`src/rtl/alu_share_ctrl.sv`:
```
// Round-robin sequencer that lends one combinational ALU to two requesters,
// holds operands for ALU_LAT cycles, then returns the tagged result.
module alu_share_ctrl #(
  parameter int ALU_LAT = 1
) (
  input  logic        CLK,
  input  logic        RST,
  input  logic        REQ0_VALID,
  output logic        REQ0_READY,
  input  logic [31:0] REQ0_RS1_DATA,
  input  logic [31:0] REQ0_RS2_DATA,
  input  logic [31:0] REQ0_PC,
  input  logic [19:0] REQ0_U_IMM20,
  input  logic [4:0]  REQ0_RS2,
  input  logic [11:0] REQ0_IMM12,
  input  logic [6:0]  REQ0_OPCODE,
  input  logic [2:0]  REQ0_FUNCT3,
  input  logic        REQ0_FUNCT1,
  input  logic        REQ1_VALID,
  output logic        REQ1_READY,
  input  logic [31:0] REQ1_RS1_DATA,
  input  logic [31:0] REQ1_RS2_DATA,
  input  logic [31:0] REQ1_PC,
  input  logic [19:0] REQ1_U_IMM20,
  input  logic [4:0]  REQ1_RS2,
  input  logic [11:0] REQ1_IMM12,
  input  logic [6:0]  REQ1_OPCODE,
  input  logic [2:0]  REQ1_FUNCT3,
  input  logic        REQ1_FUNCT1,
  output logic [31:0] ALU_RS1_DATA,
  output logic [31:0] ALU_RS2_DATA,
  output logic [31:0] ALU_PC,
  output logic [19:0] ALU_U_IMM20,
  output logic [4:0]  ALU_RS2,
  output logic [11:0] ALU_IMM12,
  output logic [6:0]  ALU_OPCODE,
  output logic [2:0]  ALU_FUNCT3,
  output logic        ALU_FUNCT1,
  input  logic [31:0] ALU_OUT,
  output logic        RSP_VALID,
  input  logic        RSP_READY,
  output logic        RSP_ID,
  output logic [31:0] RSP_DATA,
  output logic [1:0]  FLAG_REG
);

  localparam logic [1:0] ST_IDLE = 2'd0;
  localparam logic [1:0] ST_EXEC = 2'd1;
  localparam logic [1:0] ST_RESP = 2'd2;
  localparam int         BW = 144;
  localparam logic [3:0] LAT_LAST = 4'(ALU_LAT - 1);

  logic [1:0]    state_reg;
  logic          last_reg;
  logic [3:0]    cnt_reg;
  logic [BW-1:0] op_reg;
  logic [31:0]   rsp_data_reg;
  logic          rsp_id_reg;
  logic [1:0]    flag_reg;

  logic [BW-1:0] bundle [2];
  logic [1:0]    req_valid;
  logic [1:0]    grant;
  logic          idle;

  assign bundle[0] = {REQ0_RS1_DATA, REQ0_RS2_DATA, REQ0_PC, REQ0_U_IMM20, REQ0_RS2,
                      REQ0_IMM12, REQ0_OPCODE, REQ0_FUNCT3, REQ0_FUNCT1};
  assign bundle[1] = {REQ1_RS1_DATA, REQ1_RS2_DATA, REQ1_PC, REQ1_U_IMM20, REQ1_RS2,
                      REQ1_IMM12, REQ1_OPCODE, REQ1_FUNCT3, REQ1_FUNCT1};
  assign req_valid = {REQ1_VALID, REQ0_VALID};
  assign idle      = (state_reg == ST_IDLE) && !RST;

  // A requester wins if it is alone, or on a tie when it was not granted last.
  genvar gi;
  generate
    for (gi = 0; gi < 2; gi++) begin : g_grant
      assign grant[gi] = idle && req_valid[gi] &&
                         (!req_valid[1-gi] || (last_reg != 1'(gi)));
    end
  endgenerate

  assign REQ0_READY = grant[0];
  assign REQ1_READY = grant[1];
  assign RSP_VALID  = (state_reg == ST_RESP) && !RST;
  assign RSP_ID     = rsp_id_reg;
  assign RSP_DATA   = rsp_data_reg;
  assign FLAG_REG   = flag_reg;
  assign {ALU_RS1_DATA, ALU_RS2_DATA, ALU_PC, ALU_U_IMM20, ALU_RS2,
          ALU_IMM12, ALU_OPCODE, ALU_FUNCT3, ALU_FUNCT1} = op_reg;

  always_ff @(posedge CLK) begin
    if (RST) begin
      state_reg    <= ST_IDLE;
      last_reg     <= 1'b1;
      cnt_reg      <= 4'd0;
      op_reg       <= '0;
      rsp_data_reg <= 32'd0;
      rsp_id_reg   <= 1'b0;
      flag_reg     <= 2'b00;
    end else begin
      case (state_reg)
        ST_IDLE: begin
          if (|grant) begin
            op_reg     <= grant[1] ? bundle[1] : bundle[0];
            rsp_id_reg <= grant[1];
            last_reg   <= grant[1];
            cnt_reg    <= 4'd0;
            state_reg  <= ST_EXEC;
          end
        end
        ST_EXEC: begin
          cnt_reg <= cnt_reg + 4'd1;
          if (cnt_reg == LAT_LAST) begin
            rsp_data_reg <= ALU_OUT;
            flag_reg     <= {ALU_OUT[31], ALU_OUT == 32'd0};
            state_reg    <= ST_RESP;
          end
        end
        ST_RESP: begin
          if (RSP_READY) state_reg <= ST_IDLE;
        end
        default: state_reg <= ST_IDLE;
      endcase
    end
  end

endmodule

```
`config.mk`:
```
export PLATFORM = sky130hd
export DESIGN_NAME = alu_share_ctrl
export DESIGN_NICKNAME = d
export VERILOG_FILES = /design/src/rtl/alu_share_ctrl.sv
export SDC_FILE = /design/constraint.sdc
export NUM_CORES = 1
export LEC_CHECK = 0
export BUFFER_PORTS_ARGS = -buffer_cell sky130_fd_sc_hd__buf_2
export CAP_MARGIN = 20
export CELL_PAD_IN_SITES_DETAIL_PLACEMENT = 1
export CELL_PAD_IN_SITES_GLOBAL_PLACEMENT = 1
export CORE_AREA = 2 2 197 199
export DETAILED_ROUTE_END_ITERATION = 12
export DIE_AREA = 0 0 199 201
export GPL_TIMING_DRIVEN = 0
export HOLD_SLACK_MARGIN = 0.12
export PLACE_DENSITY_LB_ADDON = 0.2
export SLEW_MARGIN = 10
export SYNTH_ARGS = -nofsm -noshare
export SYNTH_HDL_FRONTEND = slang
export SYNTH_SLANG_ARGS = --single-unit
```
`constraint.sdc`:
```
create_clock -name CLK -period 1.7 [get_ports CLK]
set_clock_uncertainty 0.15 [all_clocks]
set_input_delay 0.085 -clock CLK [delete_from_list [all_inputs] [get_ports CLK]]
set_output_delay 0.085 -clock CLK [all_outputs]
set_load 0.05 [all_outputs]
```
==> metrics, run 1 <==
Slew Limit Headroom ~42%; gp weighted congestion slightly below 0.8; vias 11200; CTS root buffer clkbuf_16; setup slack, reg-to-reg -0.22 ns; final core utilization 46.0%; clk slew on worst S/H paths 0.08 ns; FMAX between 500 and 600 MHz; adder-cell share of the synthesized area less than 1%; Yosys top cell by area dfxtp_1; pin count of the biggest net entering global routing 20; clock latency on the worst-skew pair 0.45 ns; # H-tree levels 4; Largest register FFs 144; VDD IR max 0.000686 V; Final Critical Period ~1.9 ns; post-synthesis register bit count 185; CP arrival 2.13 ns; DR vias/cell 4.61; worst path required time 1.92 ns; Final Hold Fails 0; Area contributors post-synth dfxtp_1 48%, nand2_1 17%, a311oi_1 16%; R2R Path End op_reg[97]; CTS tree done; First-pass DRT Iterations 4; failing checks setup timing; HP Start REQ0_VALID; number of buffers created by CTS 17; worst min path class in2reg; # Max-Cap Violations 0; core area 38100 µm²; Mapped Cells between 1000 and 1500; DR iter-0 viols 348; Residual DRC 0; unrepaired setup endpoints after global routing true; PD cells ~810 nW/µm²; EDFF count, synth 0; setup TNS -18.36 ns; antenna viol nets, final 0; initial antenna violation count 2; Port Buffers 505; DIE WIDTH between 150 and 200 µm; detailed-route wire length per cell between 20 and 25 µm; die height 201 µm; post-route cell area 17500 µm²; final setup margin -0.216 ns; Syn-to-layout area delta 127%; FFs w/ async S/R, synth 0%; Initial Util roughly a fifth; share of cells above drive strength 1 50.8%; Reg2Reg Depth 9; Crit Path Category reg2reg; Rows 72; Unique masters post-synth 30; instance area at placement between 10000 and 15000 µm²; Synth top area share between 40% and 50%; Post-Synth Simple-Gate Area roughly 27%; clk sinks 185; hpwl dp 31500 µm; Leakage 7.74 nW; first-pass GRT wire length 69600 µm; syn_nets 1331; Synth top cells by count 358 x nand2_1, 185 x dfxtp_1, 148 x nor2_1; Total Wirelength 49500 µm; crit-path max FO 5; multiplexer share of the synthesized area 0%; Ys Warns 0; Non-Filler Instances 2429; post-synthesis xor/xnor area fraction 0%; Worst R2R Start state_reg[0]; Filler cells 4438; number of setup violations in the final report 180; status finished with violations; Final Max Tran Viols 0; nets ~2200; largest family of logic cells by synthesized area simple AND/OR/NAND/NOR gates; gr usage total a little under a quarter; placed cell count 2027; global route total overflow 0; Compound-Gate Fraction of Synth Area 19.3%; top-count cell post-synth nand2_1; Hold Crit Depth 6; CP startpoint kind register; worst-margin pin slew 0.867 ns; syn_area_per_cell around 7.7 µm²; CP Capture Type register; hold endpoint cnt_reg[2]; clk buf depth 2; die area 40000 µm²; crit share post-route 113%; number of global-route vias before repair 12200; synthesized area ~7700 µm²; sequential area share after synthesis 48.0%; Post-synth top flop dfxtp_1; I/O pin cnt just over 500
==> placed cells by master, fill, tap and decap left out, drive strengths merged, types with 2 or more instances in the layout <==
cell / Yosys / layout
nor3: 2 / 2
dlygate4sd3: 0 / 324
buf: 37 / 589
a311oi: 145 / 145
ha: 2 / 2
nand2b: 4 / 4
inv: 4 / 13
nand3: 6 / 6
clkinv: 0 / 3
nor4: 7 / 7
nor2: 149 / 149
clkinvlp: 0 / 3
clkbuf: 56 / 71
nand2: 358 / 358
dfxtp: 185 / 185
nand4: 3 / 3
a21oi: 36 / 36
==> timing repair <==
action	in CTS	in global routing
hold buffers	323	1
gates resized for setup	195	412
endpoints found under the hold margin	182	3
setup buffers	21	12
pin swaps	81	185
endpoints found under the setup margin	184	186
cloned	8	11
==> routing by layer <==
layer  routed length (µm)  vias up  GRT usage [%]
met5                   17        -              0
li1                     -     5263              -
met2                25500      381           41.9
met1                19300     5458           24.6
met3                 2990       91           6.12
met4                 1620        2           8.50
==> stage by stage <==
stage	power [mW]	hold slack, ns	worst slack (ns)
floorplan	7.18	0.0710	-0.0239
global placement	8.41	0.192	-0.456
detailed placement	8.44	0.198	-0.545
CTS	13.6	0.136	-0.251
global route	14.7	0.198	-0.283
finish	14.2	0.181	-0.216
==> worst max path at each step <==
stage | start | to
2_1_floorplan | cnt_reg[0] | RSP_DATA[10]
3_3_place_gp | state_reg[0] | op_reg[120]
3_5_place_dp | state_reg[0] | op_reg[47]
4_1_cts | state_reg[1] | REQ1_READY
5_1_grt | state_reg[0] | REQ0_READY
6_report | state_reg[0] | op_reg[97]
==> kinds of logic (layout without fill, tap and decap cells) <==
| group | count (synthesis) | after routing |
|---|---|---|
| AO/OA/AOI/OAI | 187 | 187 |
| other | 0 | 1 |
| flip-flops | 185 | 185 |
| buffers and inverters | 97 | 1003 |
| adder cells (fa/ha/maj) | 2 | 2 |
| AND/OR/NAND/NOR | 533 | 533 |
==> power by group <==
part	total [mW]	leakage, nW	internal, mW	switching, mW
Combinational	5.10	5.94	2.01	3.09
Sequential	4.95	1.52	4.71	0.239
Clock	4.12	0.273	1.96	2.16
Total	14.2	7.74	8.68	5.50
==> worst max-delay path: stages (launching register included) <==
cell,delay [ns]
dfxtp_4,0.37
nor3_4,0.24
nand3_4,0.14
inv_4,0.09
buf_6,0.12
buf_12,0.14
buf_12,0.12
buf_16,0.12
nand2_4,0.05
a311oi_2,0.28
==> layout make-up <==
cell class              instances  area (µm²)  area share, %
repair buffers                876        6540           37.3
clock buffers                  17         425           2.43
plain buffers                  91         885           5.04
multi-input cells             722        5140           29.3
inverters                       4        22.5          0.128
diodes                          1        2.50         0.0143
flip-flops and latches        185        3720           21.2
clock inverters                15         148          0.842
well taps                     518         648           3.70
Note: power is estimated with default switching activity, not from simulation.
==> run 2: changes to the inputs <==
- CORE_AREA: 2 2 197 199 -> 8 8 190 192
- DIE_AREA: 0 0 199 201 -> 0 0 198 200
- clock period: 1.7 -> 2.29 ns (I/O delays scaled with it)
==> metrics, run 2 (synthesized netlist as in run 1, its figures left out) <==
number of global-route vias before repair 12600 (+3.2%); share of cells above drive strength 1 31.6% (-19 points); hpwl dp 34500 µm (+9.7%); Switch Pwr 3.57 mW (-35%); CP arrival 2.42 ns (+0.29 ns); Initial Util 23.3% (+3.1 points); core area 33100 µm² (-13%); Fin Hold WS 0.116 ns (-0.0649 ns); Crit Path Category reg2reg; I/O pin cnt 507 (unchanged); CTS tree done; CTS root buffer clkbuf_16; pin count of the biggest net entering global routing 17 (-15%); Clock power frac 31.5% (+2.4 points); gr usage total 24.4% (+1.7 points); sequential power share 37.4% (+2.5 points); clk slew on worst S/H paths 0.07 ns (about the same); Final Max Tran Viols 0 (unchanged); # Max-Cap Violations 0 (unchanged); DR vias/cell 4.78 (+3.6%); antenna viol nets, final 0 (unchanged); clk sinks 185 (unchanged); Port Buffers 505 (unchanged); gp weighted congestion 0.824 (+4.8%); # H-tree levels 4 (unchanged); Total Wirelength 50500 µm (+1.9%); switching part of the total 36.4% (-2.4 points); worst-path cell chain nand2b_1 -> nand3_4 -> buf_2 -> clkbuf_1 -> nand2_1 -> a311oi_1; status complete, no violations; logic gate share of total power 31.2% (-4.8 points); detailed-route wire length per cell 21.7 µm (+6.7%); most common cell after layout, fill and taps aside buf_2; DIE WIDTH 198 µm (-0.50%); vias 11100 (-0.96%); First-pass DRT Iterations 5 (+1); CP startpoint kind register; number of setup violations in the final report 0 (-100%); final core utilization 44.4% (-1.6 points); die area 39600 µm² (-1.0%); FMAX 442 MHz (-15%); setup TNS 0 ns (+18.36 ns); CP Capture Type register; Worst path slowest cell clkbuf_1; Buf/Inv on CP 2 (-3); worst-margin pin slew 0.698 ns (-0.169 ns); first-pass GRT wire length 74800 µm (+7.4%); Syn-to-layout area delta 90.5%; global route total overflow 0 (unchanged); unrepaired setup endpoints after global routing true; Rows 67 (-6.9%); final setup margin 0.0298 ns (+0.245 ns); clock latency on the worst-skew pair 0.44 ns (about the same); die height 200 µm (-0.50%); nets 2177 (-2.1%); crit-path max FO 10 (+5); worst path required time 2.44 ns (+0.52 ns); Final Critical Period 2.26 ns (+0.345 ns); dpl ws -0.108 ns (+0.437 ns); Largest register FFs 144 (unchanged); crit share post-route 98.7% (-14 points); Non-Filler Instances 2321 (-4.4%); Residual DRC 0 (unchanged); worst min path class in2reg; initial antenna violation count 9 (+7); DR iter-0 viols 378 (+8.6%); number of buffers created by CTS 17 (unchanged); clk buf depth 2 (unchanged); CP top delay family buffers and inverters; Final Hold Fails 0 (unchanged); most frequent cells in the layout 529 x buf_2, 358 x nand2_1, 322 x dlygate4sd3_1, 184 x dfxtp_1, 148 x nor2_1; post-route cell area 14700 µm² (-16%); instance area at placement 10800 µm² (-1.1%); PD cells 667 nW/µm² (-17%); Slew Limit Headroom 53.5% (+11 points); Power, Total 9.82 mW (-31%); placed cell count 1957 (-3.5%); VDD IR max 0.000494 V (-28%); slowest stage delay, CP 0.45 ns (+0.08 ns); internal power 6.25 mW (-28%); Leakage 6.61 nW (-15%)
run 2: worst reg2reg max path: stages, from the launching register on:
cell      delay [ns]
dfxtp_1         0.33
nand2b_1        0.18
nand3_4         0.12
buf_2           0.32
clkbuf_1        0.46
nand2_1         0.13
a311oi_1        0.43
run 2: layout make-up:
class	count	area, µm²
Sequential cell	185	3700
Tap cell	448	561
Fill cell	4061	18400
Timing Repair Buffer	828	5770
Clock buffer	22	474
Multi-Input combinational cell	722	3620
Buffer	92	432
Clock inverter	10	116
Inverter	4	15.0
Antenna cell	10	25.0
run 2: power by group through the flow:
stage / sequential (mW) / combinational, mW / clock (mW)
floorplan: 4.66 / 0.657 / 0
global placement: 3.71 / 2.54 / 0
detailed placement: 3.72 / 2.54 / 0
CTS: 3.66 / 3.01 / 3.21
global route: 3.70 / 3.24 / 3.31
finish: 3.67 / 3.06 / 3.09
run 2: path summary, 6_finish.rpt:
| kind | slack, ns | start | end | cells past startpoint |
|---|---|---|---|---|
| worst max-delay path | 0.03 | last_reg | op_reg[4] | 6 |
| worst min-delay path | 0.12 | REQ0_VALID | op_reg[112] | 6 |
| worst max register to register | 0.03 | last_reg | op_reg[4] | 6 |
| worst min register to register | 0.31 | RSP_DATA[2] | RSP_DATA[2] | 2 |
run 2: per-layer routing:
| layer | up-vias | global-route usage [%] | part of all wire (%) |
|---|---|---|---|
| li1 | 5168 | - | - |
| met1 | 5327 | 26.5 | 39 |
| met2 | 480 | 44.2 | 50 |
| met3 | 110 | 6.74 | 7.1 |
| met4 | 2 | 10.7 | 3.8 |
| met5 | - | 0 | 0.018 |
run 2: timing repair:
action | CTS | global route
hold buffers | 322 | 1
resized for setup | 4 | 28
pin swaps | 1 | 2
setup endpoints to repair | 13 | 70
endpoints found under the hold margin | 179 | 1
buffers inserted | 1 | 0
